`src/rtl/cmp_stream_unit.sv`:
```
`default_nettype none
// ============================================================================
// Module   : cmp_stream_unit
// Brief    : Streaming comparator with single-beat compares/min/max and
//            running min/max bursts, valid/ready on both sides.
// Revision : 1.0
// ============================================================================
module cmp_stream_unit #(
    parameter int WIDTH   = 8,
    parameter int COUNT_W = 8
) (
    input  logic               CLK,
    input  logic               RST,
    input  logic [WIDTH-1:0]   A,
    input  logic [WIDTH-1:0]   B,
    input  logic [2:0]         ALU_FUN,
    input  logic               SIGNED,
    input  logic               IN_VALID,
    output logic               IN_READY,
    input  logic               IN_LAST,
    output logic [WIDTH-1:0]   CMP_OUT,
    output logic               CMP_Flag,
    output logic [COUNT_W-1:0] CNT,
    output logic               OUT_VALID,
    input  logic               OUT_READY
);
    typedef enum logic [0:0] {
        S_IDLE = 1'b0,
        S_ACC  = 1'b1
    } state_t;

    localparam logic [2:0] c_FUN_EQ   = 3'b000;
    localparam logic [2:0] c_FUN_GT   = 3'b001;
    localparam logic [2:0] c_FUN_LT   = 3'b010;
    localparam logic [2:0] c_FUN_NE   = 3'b011;
    localparam logic [2:0] c_FUN_MIN  = 3'b100;
    localparam logic [2:0] c_FUN_MAX  = 3'b101;
    localparam logic [2:0] c_FUN_RMIN = 3'b110;
    localparam logic [2:0] c_FUN_RMAX = 3'b111;

    localparam logic [COUNT_W-1:0] c_CNT_ONE = COUNT_W'(1);
    localparam logic [COUNT_W-1:0] c_CNT_MAX = {COUNT_W{1'b1}};

    state_t             r_state;
    state_t             w_state_nxt;
    logic [2:0]         r_fun;
    logic               r_sgn;
    logic [WIDTH-1:0]   r_acc;
    logic [COUNT_W-1:0] r_bcnt;
    logic               r_tie;
    logic [WIDTH-1:0]   r_out;
    logic               r_flag;
    logic [COUNT_W-1:0] r_cnt;
    logic               r_valid;

    logic               w_accept;
    logic [2:0]         w_fun;
    logic               w_sgn;
    logic [WIDTH-1:0]   w_rhs;
    logic               w_eq;
    logic               w_gt;
    logic               w_lt;
    logic               w_better;
    logic [2:0]         w_fun_nxt;
    logic               w_sgn_nxt;
    logic [WIDTH-1:0]   w_acc_nxt;
    logic [COUNT_W-1:0] w_bcnt_nxt;
    logic               w_tie_nxt;
    logic               w_res_load;
    logic [WIDTH-1:0]   w_res_out;
    logic               w_res_flag;
    logic [COUNT_W-1:0] w_res_cnt;

    assign IN_READY  = !RST && (!r_valid || OUT_READY);
    assign w_accept  = IN_VALID && IN_READY;
    assign CMP_OUT   = r_out;
    assign CMP_Flag  = r_flag;
    assign CNT       = r_cnt;
    assign OUT_VALID = r_valid;

    // One comparator serves both modes: against B normally, against the
    // accumulator (with latched opcode/signedness) while a burst is open.
    assign w_fun = (r_state == S_ACC) ? r_fun : ALU_FUN;
    assign w_sgn = (r_state == S_ACC) ? r_sgn : SIGNED;
    assign w_rhs = (r_state == S_ACC) ? r_acc : B;
    assign w_eq  = (A == w_rhs);
    assign w_gt  = w_sgn ? ($signed(A) > $signed(w_rhs)) : (A > w_rhs);
    assign w_lt  = !w_eq && !w_gt;

    always_comb begin
        w_state_nxt = r_state;
        w_fun_nxt   = r_fun;
        w_sgn_nxt   = r_sgn;
        w_acc_nxt   = r_acc;
        w_bcnt_nxt  = r_bcnt;
        w_tie_nxt   = r_tie;
        w_res_load  = 1'b0;
        w_res_out   = '0;
        w_res_flag  = 1'b0;
        w_res_cnt   = c_CNT_ONE;
        w_better    = (w_fun == c_FUN_RMAX) ? w_gt : w_lt;
        if (w_accept) begin
            case (w_fun)
                c_FUN_EQ: begin
                    w_res_load = 1'b1;
                    w_res_flag = w_eq;
                    w_res_out  = WIDTH'(w_eq);
                end
                c_FUN_GT: begin
                    w_res_load = 1'b1;
                    w_res_flag = w_gt;
                    w_res_out  = WIDTH'(w_gt);
                end
                c_FUN_LT: begin
                    w_res_load = 1'b1;
                    w_res_flag = w_lt;
                    w_res_out  = WIDTH'(w_lt);
                end
                c_FUN_NE: begin
                    w_res_load = 1'b1;
                    w_res_flag = !w_eq;
                    w_res_out  = WIDTH'(!w_eq);
                end
                c_FUN_MIN: begin
                    w_res_load = 1'b1;
                    w_res_flag = !w_gt;
                    w_res_out  = w_gt ? B : A;
                end
                c_FUN_MAX: begin
                    w_res_load = 1'b1;
                    w_res_flag = !w_lt;
                    w_res_out  = w_lt ? B : A;
                end
                c_FUN_RMIN, c_FUN_RMAX: begin
                    if (r_state == S_IDLE) begin
                        w_fun_nxt  = ALU_FUN;
                        w_sgn_nxt  = SIGNED;
                        w_acc_nxt  = A;
                        w_bcnt_nxt = c_CNT_ONE;
                        w_tie_nxt  = 1'b0;
                    end else begin
                        // A strictly better value restarts the repeat tracking.
                        w_acc_nxt  = w_better ? A : r_acc;
                        w_tie_nxt  = w_better ? 1'b0 : (r_tie | w_eq);
                        w_bcnt_nxt = (r_bcnt == c_CNT_MAX) ? r_bcnt : r_bcnt + c_CNT_ONE;
                    end
                    if (IN_LAST) begin
                        w_state_nxt = S_IDLE;
                        w_res_load  = 1'b1;
                        w_res_out   = w_acc_nxt;
                        w_res_flag  = w_tie_nxt;
                        w_res_cnt   = w_bcnt_nxt;
                    end else begin
                        w_state_nxt = S_ACC;
                    end
                end
            endcase
        end
    end

    always_ff @(posedge CLK) begin
        if (RST) begin
            r_state <= S_IDLE;
            r_fun   <= 3'b000;
            r_sgn   <= 1'b0;
            r_acc   <= '0;
            r_bcnt  <= '0;
            r_tie   <= 1'b0;
            r_out   <= '0;
            r_flag  <= 1'b0;
            r_cnt   <= '0;
            r_valid <= 1'b0;
        end else begin
            r_state <= w_state_nxt;
            r_fun   <= w_fun_nxt;
            r_sgn   <= w_sgn_nxt;
            r_acc   <= w_acc_nxt;
            r_bcnt  <= w_bcnt_nxt;
            r_tie   <= w_tie_nxt;
            if (w_res_load) begin
                r_out   <= w_res_out;
                r_flag  <= w_res_flag;
                r_cnt   <= w_res_cnt;
                r_valid <= 1'b1;
            end else if (OUT_READY) begin
                r_valid <= 1'b0;
            end
        end
    end

endmodule
`default_nettype wire

```
`config.mk`:
```
export PLATFORM = sky130hd
export DESIGN_NAME = cmp_stream_unit
export DESIGN_NICKNAME = d
export VERILOG_FILES = /design/src/rtl/cmp_stream_unit.sv
export SDC_FILE = /design/constraint.sdc
export NUM_CORES = 1
export LEC_CHECK = 0
export BUFFER_PORTS_ARGS = -buffer_cell sky130_fd_sc_hd__buf_2
export CORE_ASPECT_RATIO = 0.7
export CORE_MARGIN = 2
export CORE_UTILIZATION = 50
export CTS_CLUSTER_DIAMETER = 40
export DETAILED_ROUTE_END_ITERATION = 12
export GPL_ROUTABILITY_DRIVEN = 0
export GPL_TIMING_DRIVEN = 0
export MAX_ROUTING_LAYER = met4
export PLACE_DENSITY_LB_ADDON = 0.12
export SLEW_MARGIN = 5
export SYNTH_ARGS = -nofsm -noshare
export SYNTH_HDL_FRONTEND = slang
export SYNTH_SLANG_ARGS = --single-unit
```
`constraint.sdc`:
```
create_clock -name CLK -period 3.5 [get_ports CLK]
set_input_delay 0 -clock CLK [delete_from_list [all_inputs] [get_ports CLK]]
set_output_delay 0 -clock CLK [all_outputs]
set_load 0.01 [all_outputs]
```
==> results.md <==
- Status: finished clean
- Register area share after synthesis: 33.6%
- Worst Setup End Kind: flip-flop
- Setup crit start kind: flip-flop
- Synthesized area per cell: 8.23 um2
- Reg2Reg Depth: 11
- Buffers plus inverters on the worst setup path: 2
- Max-cap violations: 0
- Die X: slightly below 90 um
- Overflow after GRT: 0
- Port Buf Inserts: 42
- Slew Limit Headroom: 46.4%
- Max clock buf depth: 2
- Wire per inst: 17.0 um
- Pint: 765 uW
- R2r setup slk: 0.26 ns
- Combinational power share: 19.7%
- Clk slew on worst S/H paths: 0.08 ns
- Syn Inst Count: 289
- Root buf cell: clkbuf_8
- Hold WC Path Type: input port to flip-flop
- Die area: 0.00534 mm2
- Clock share of power: a little over a third
- Yosys top cell area share: 33.6%
- Area contributors post-synth: dfxtp_1, nor2_1, a21oi_1
- DP Wirelength: just under 5000 um
- Final ANT Viol Nets: 0
- Vias in the first global route: 2167
- Syn Std Cell Area: 0.00238 mm2
- RSZ-0062 raised after global routing: false
- Total track usage: 28.6%
- CP Cell Sequence: clkbuf_4, mux2i_1, ha_1, nand2b_1, a211oi_1, o41ai_4, xor2_2, a21boi_4, buf_6, a2bb2oi_1, a221oi_2
- Net switching power: 306 uW
- Area delta synth->final: 23.1%
- CTS sink cnt: 40
- Cells after DPL: 386
- P_leak: 1.09 nW
- Arrival @ worst endpoint: 3.39 ns
- Most area-hungry cell type in the Yosys netlist: dfxtp_1
- Slew Viols, Final: 0
- Layout cells sized above 1: between 20% and 30%
- Crit Reg-Reg Startpoint: r_state
- Setup TNS: 0 ns
- Clk_skew: approximately 0.009 ns
- DRC Markers: 0
- Core box area: 0.00445 mm2
- Number of setup violations in the final report: 0
- Sequential power share: 44.1%
- #FFs+latches synth: 40
- Post-synthesis cell type count: 48
- First-pass DRT Iterations: 5
- Final net count: 384
- CTS tree: done
- Vias: 2450
- H-tree depth: 2
- Largest net degree at the start of global routing: 14
- Initial DRC Count: 220
- Synth Warn #: 0
- Post-DR vias/cell: approximately 6.0
- Pwr dens: 366 mW/mm2
- Worst skew pair latency: 0.30 ns
- Reg2reg end: CMP_OUT[6]
- Crit-path max cell delay: 0.47 ns
- Site row count: 20
- Final period util: 92.4%
- I/O Pins: 44
- Peak fanout along the critical path: 19
- Achievable frequency: around 300 MHz
- Endpoints failing hold: 0
- Initial Util: between 50% and 60%
- Worst hold start: RST
- Routed wire length: slightly below 7000 um
- Hold path depth: 3
- WS Path Type: flip-flop to flip-flop
- Crit-path slowest cell: o41ai_4
- Max VDD drop: between 0.0002 and 0.00025 V
- # diodes: 0
- Die height: roughly 62 um
- Final Non-Filler Cells: 406
- Global-route wire length before repair: 11100 um
- FILL cells: 407
- Sw frac: between 20% and 30%
- Actual slew at the worst max-slew pin: 0.798 ns
- Initial antenna violation count: 0
- CP top delay family: compound AO/OA/AOI/OAI gates
- Final min period: roughly 3.2 ns
- Critical Path RT: 3.65 ns
- Total CTS buffers: 5
- Hold Path Sink: CMP_OUT[0]
- Syn_nets: 323
[cells in the final DEF, fill, tap and decap left out, types with 3 or more instances in the layout]
cell and n:
a21oi_1 22, o21ai_0 15, clkbuf_1 11, a221oi_1 7
mux2i_1 10, nor2b_1 3, xnor2_1 4, buf_4 4
nor2_1 34, a2bb2oi_1 7, buf_2 44, dfxtp_1 39
nand3_1 19, a222oi_1 7, clkbuf_8 5, nand2_1 28
and2_1 3, nor3_1 6, dlygate4sd3_1 10, ha_1 9
inv_1 7, nand2b_1 4, a211oi_1 6, a22oi_1 6
[how the worst max path moves through the flow]
stage               startpoint    endpoint  slack (ns)  depth (start not counted)
floorplan              r_state  CMP_OUT[7]        0.05                         12
global placement       r_state  CMP_OUT[7]       -0.76                         12
detailed placement     r_state  CMP_OUT[5]       -0.80                         12
CTS                    r_state  CMP_OUT[6]        0.07                         12
global route           r_state  CMP_OUT[5]        0.04                         11
finish                 r_state  CMP_OUT[6]        0.26                         11
[Yosys cell counts (all sizes together)]
cell type,number
xnor2,4
a311oi,2
o22ai,2
o41ai,1
nor2,34
nand4,2
clkbuf,12
nand2,28
nor3b,1
a21boi,1
o211ai,1
a222oi,7
o2bb2ai,2
o2111a,2
a221oi,8
a2bb2oi,7
or2,1
and3,2
a21bo,1
nor4bb,1
nor3,6
o32ai,1
nand4b,1
nor2b,3
o21ai,15
ha,9
a22oi,6
mux2,3
inv,7
a31oi,1
a31o,2
dfxtp,40
nand2b,4
xor2,2
a2111oi,1
a211oi,6
mux2i,10
a21oi,25
buf,6
and2,3
nand3,19
[what timing repair did]
action,CTS,global route
resized for setup,5,5
endpoints found under the hold margin,10,0
hold buffers,10,0
pin swaps,1,1
setup buffers,3,1
endpoints found under the setup margin,18,16
[flip-flops by register name, indices dropped and copies added (netlist names)]
signal / cells
r_fun: 3
CMP_OUT: 8
CMP_Flag: 1
r_bcnt: 8
r_acc: 8
CNT: 8
OUT_VALID: 1
r_tie: 1
r_sgn: 1
r_state: 1
[through the flow]
step / util [%] / worst slack (ns) / cell area [um2] / hold WS [ns] / total power, mW
global route: 65.8 / 0.0376 / 2930 / 0.0365 / 1.11
CTS: 65.4 / 0.0696 / 2910 / 0.0224 / 1.07
floorplan: - / 0.0470 / 2390 / 0.0570 / 0.606
global placement: 59.9 / -0.755 / 2670 / 0.259 / 0.665
finish: 65.8 / 0.264 / 2930 / 0.0280 / 1.07
detailed placement: 59.9 / -0.796 / 2670 / 0.275 / 0.667
[kinds of logic after synthesis]
logic type | synth area share [%]
XOR/XNOR | 2.52
adder cells (fa/ha/maj) | 4.73
flip-flops | 33.6
AND/OR/NAND/NOR | 20.3
multiplexers | 5.78
buffers and inverters | 4.36
AO/OA/AOI/OAI | 28.7
[worst min-delay path, delay by kind of cell]
kind | cells | cell delay (ns)
AO/OA/AOI/OAI | 2 | 0.14
buffers and inverters | 1 | 0.14
[routing by layer]
layer	global-route usage [%]	up-vias	share of wire (%)	wire length (um)
li1	-	1204	-	-
met1	41.1	1121	50	3440
met2	40.4	120	40	2790
met3	6.34	5	9.3	643
met4	7.59	0	0.75	52
met5	-	-	0	0
[layout make-up]
type	count	area [um2]	share of cell area (%)
multi-input cells	224	1500	51.3
well taps	55	68.8	2.35
plain buffers	16	73.8	2.52
flip-flops and latches	40	805	27.5
inverters	7	26.3	0.897
clock inverters	3	42.5	1.45
clock buffers	5	68.8	2.35
repair buffers	56	340	11.6
[power by group through the flow]
stage                     Sequential [mW]  Clock (mW)  Combinational [mW]
after floorplan                     0.483           0               0.123
after global placement              0.482           0               0.183
after detailed placement            0.482           0               0.185
after CTS                           0.472       0.391               0.202
after global routing                0.473       0.408               0.229
final                               0.472       0.388               0.211
(Power assumes the default switching activity.)
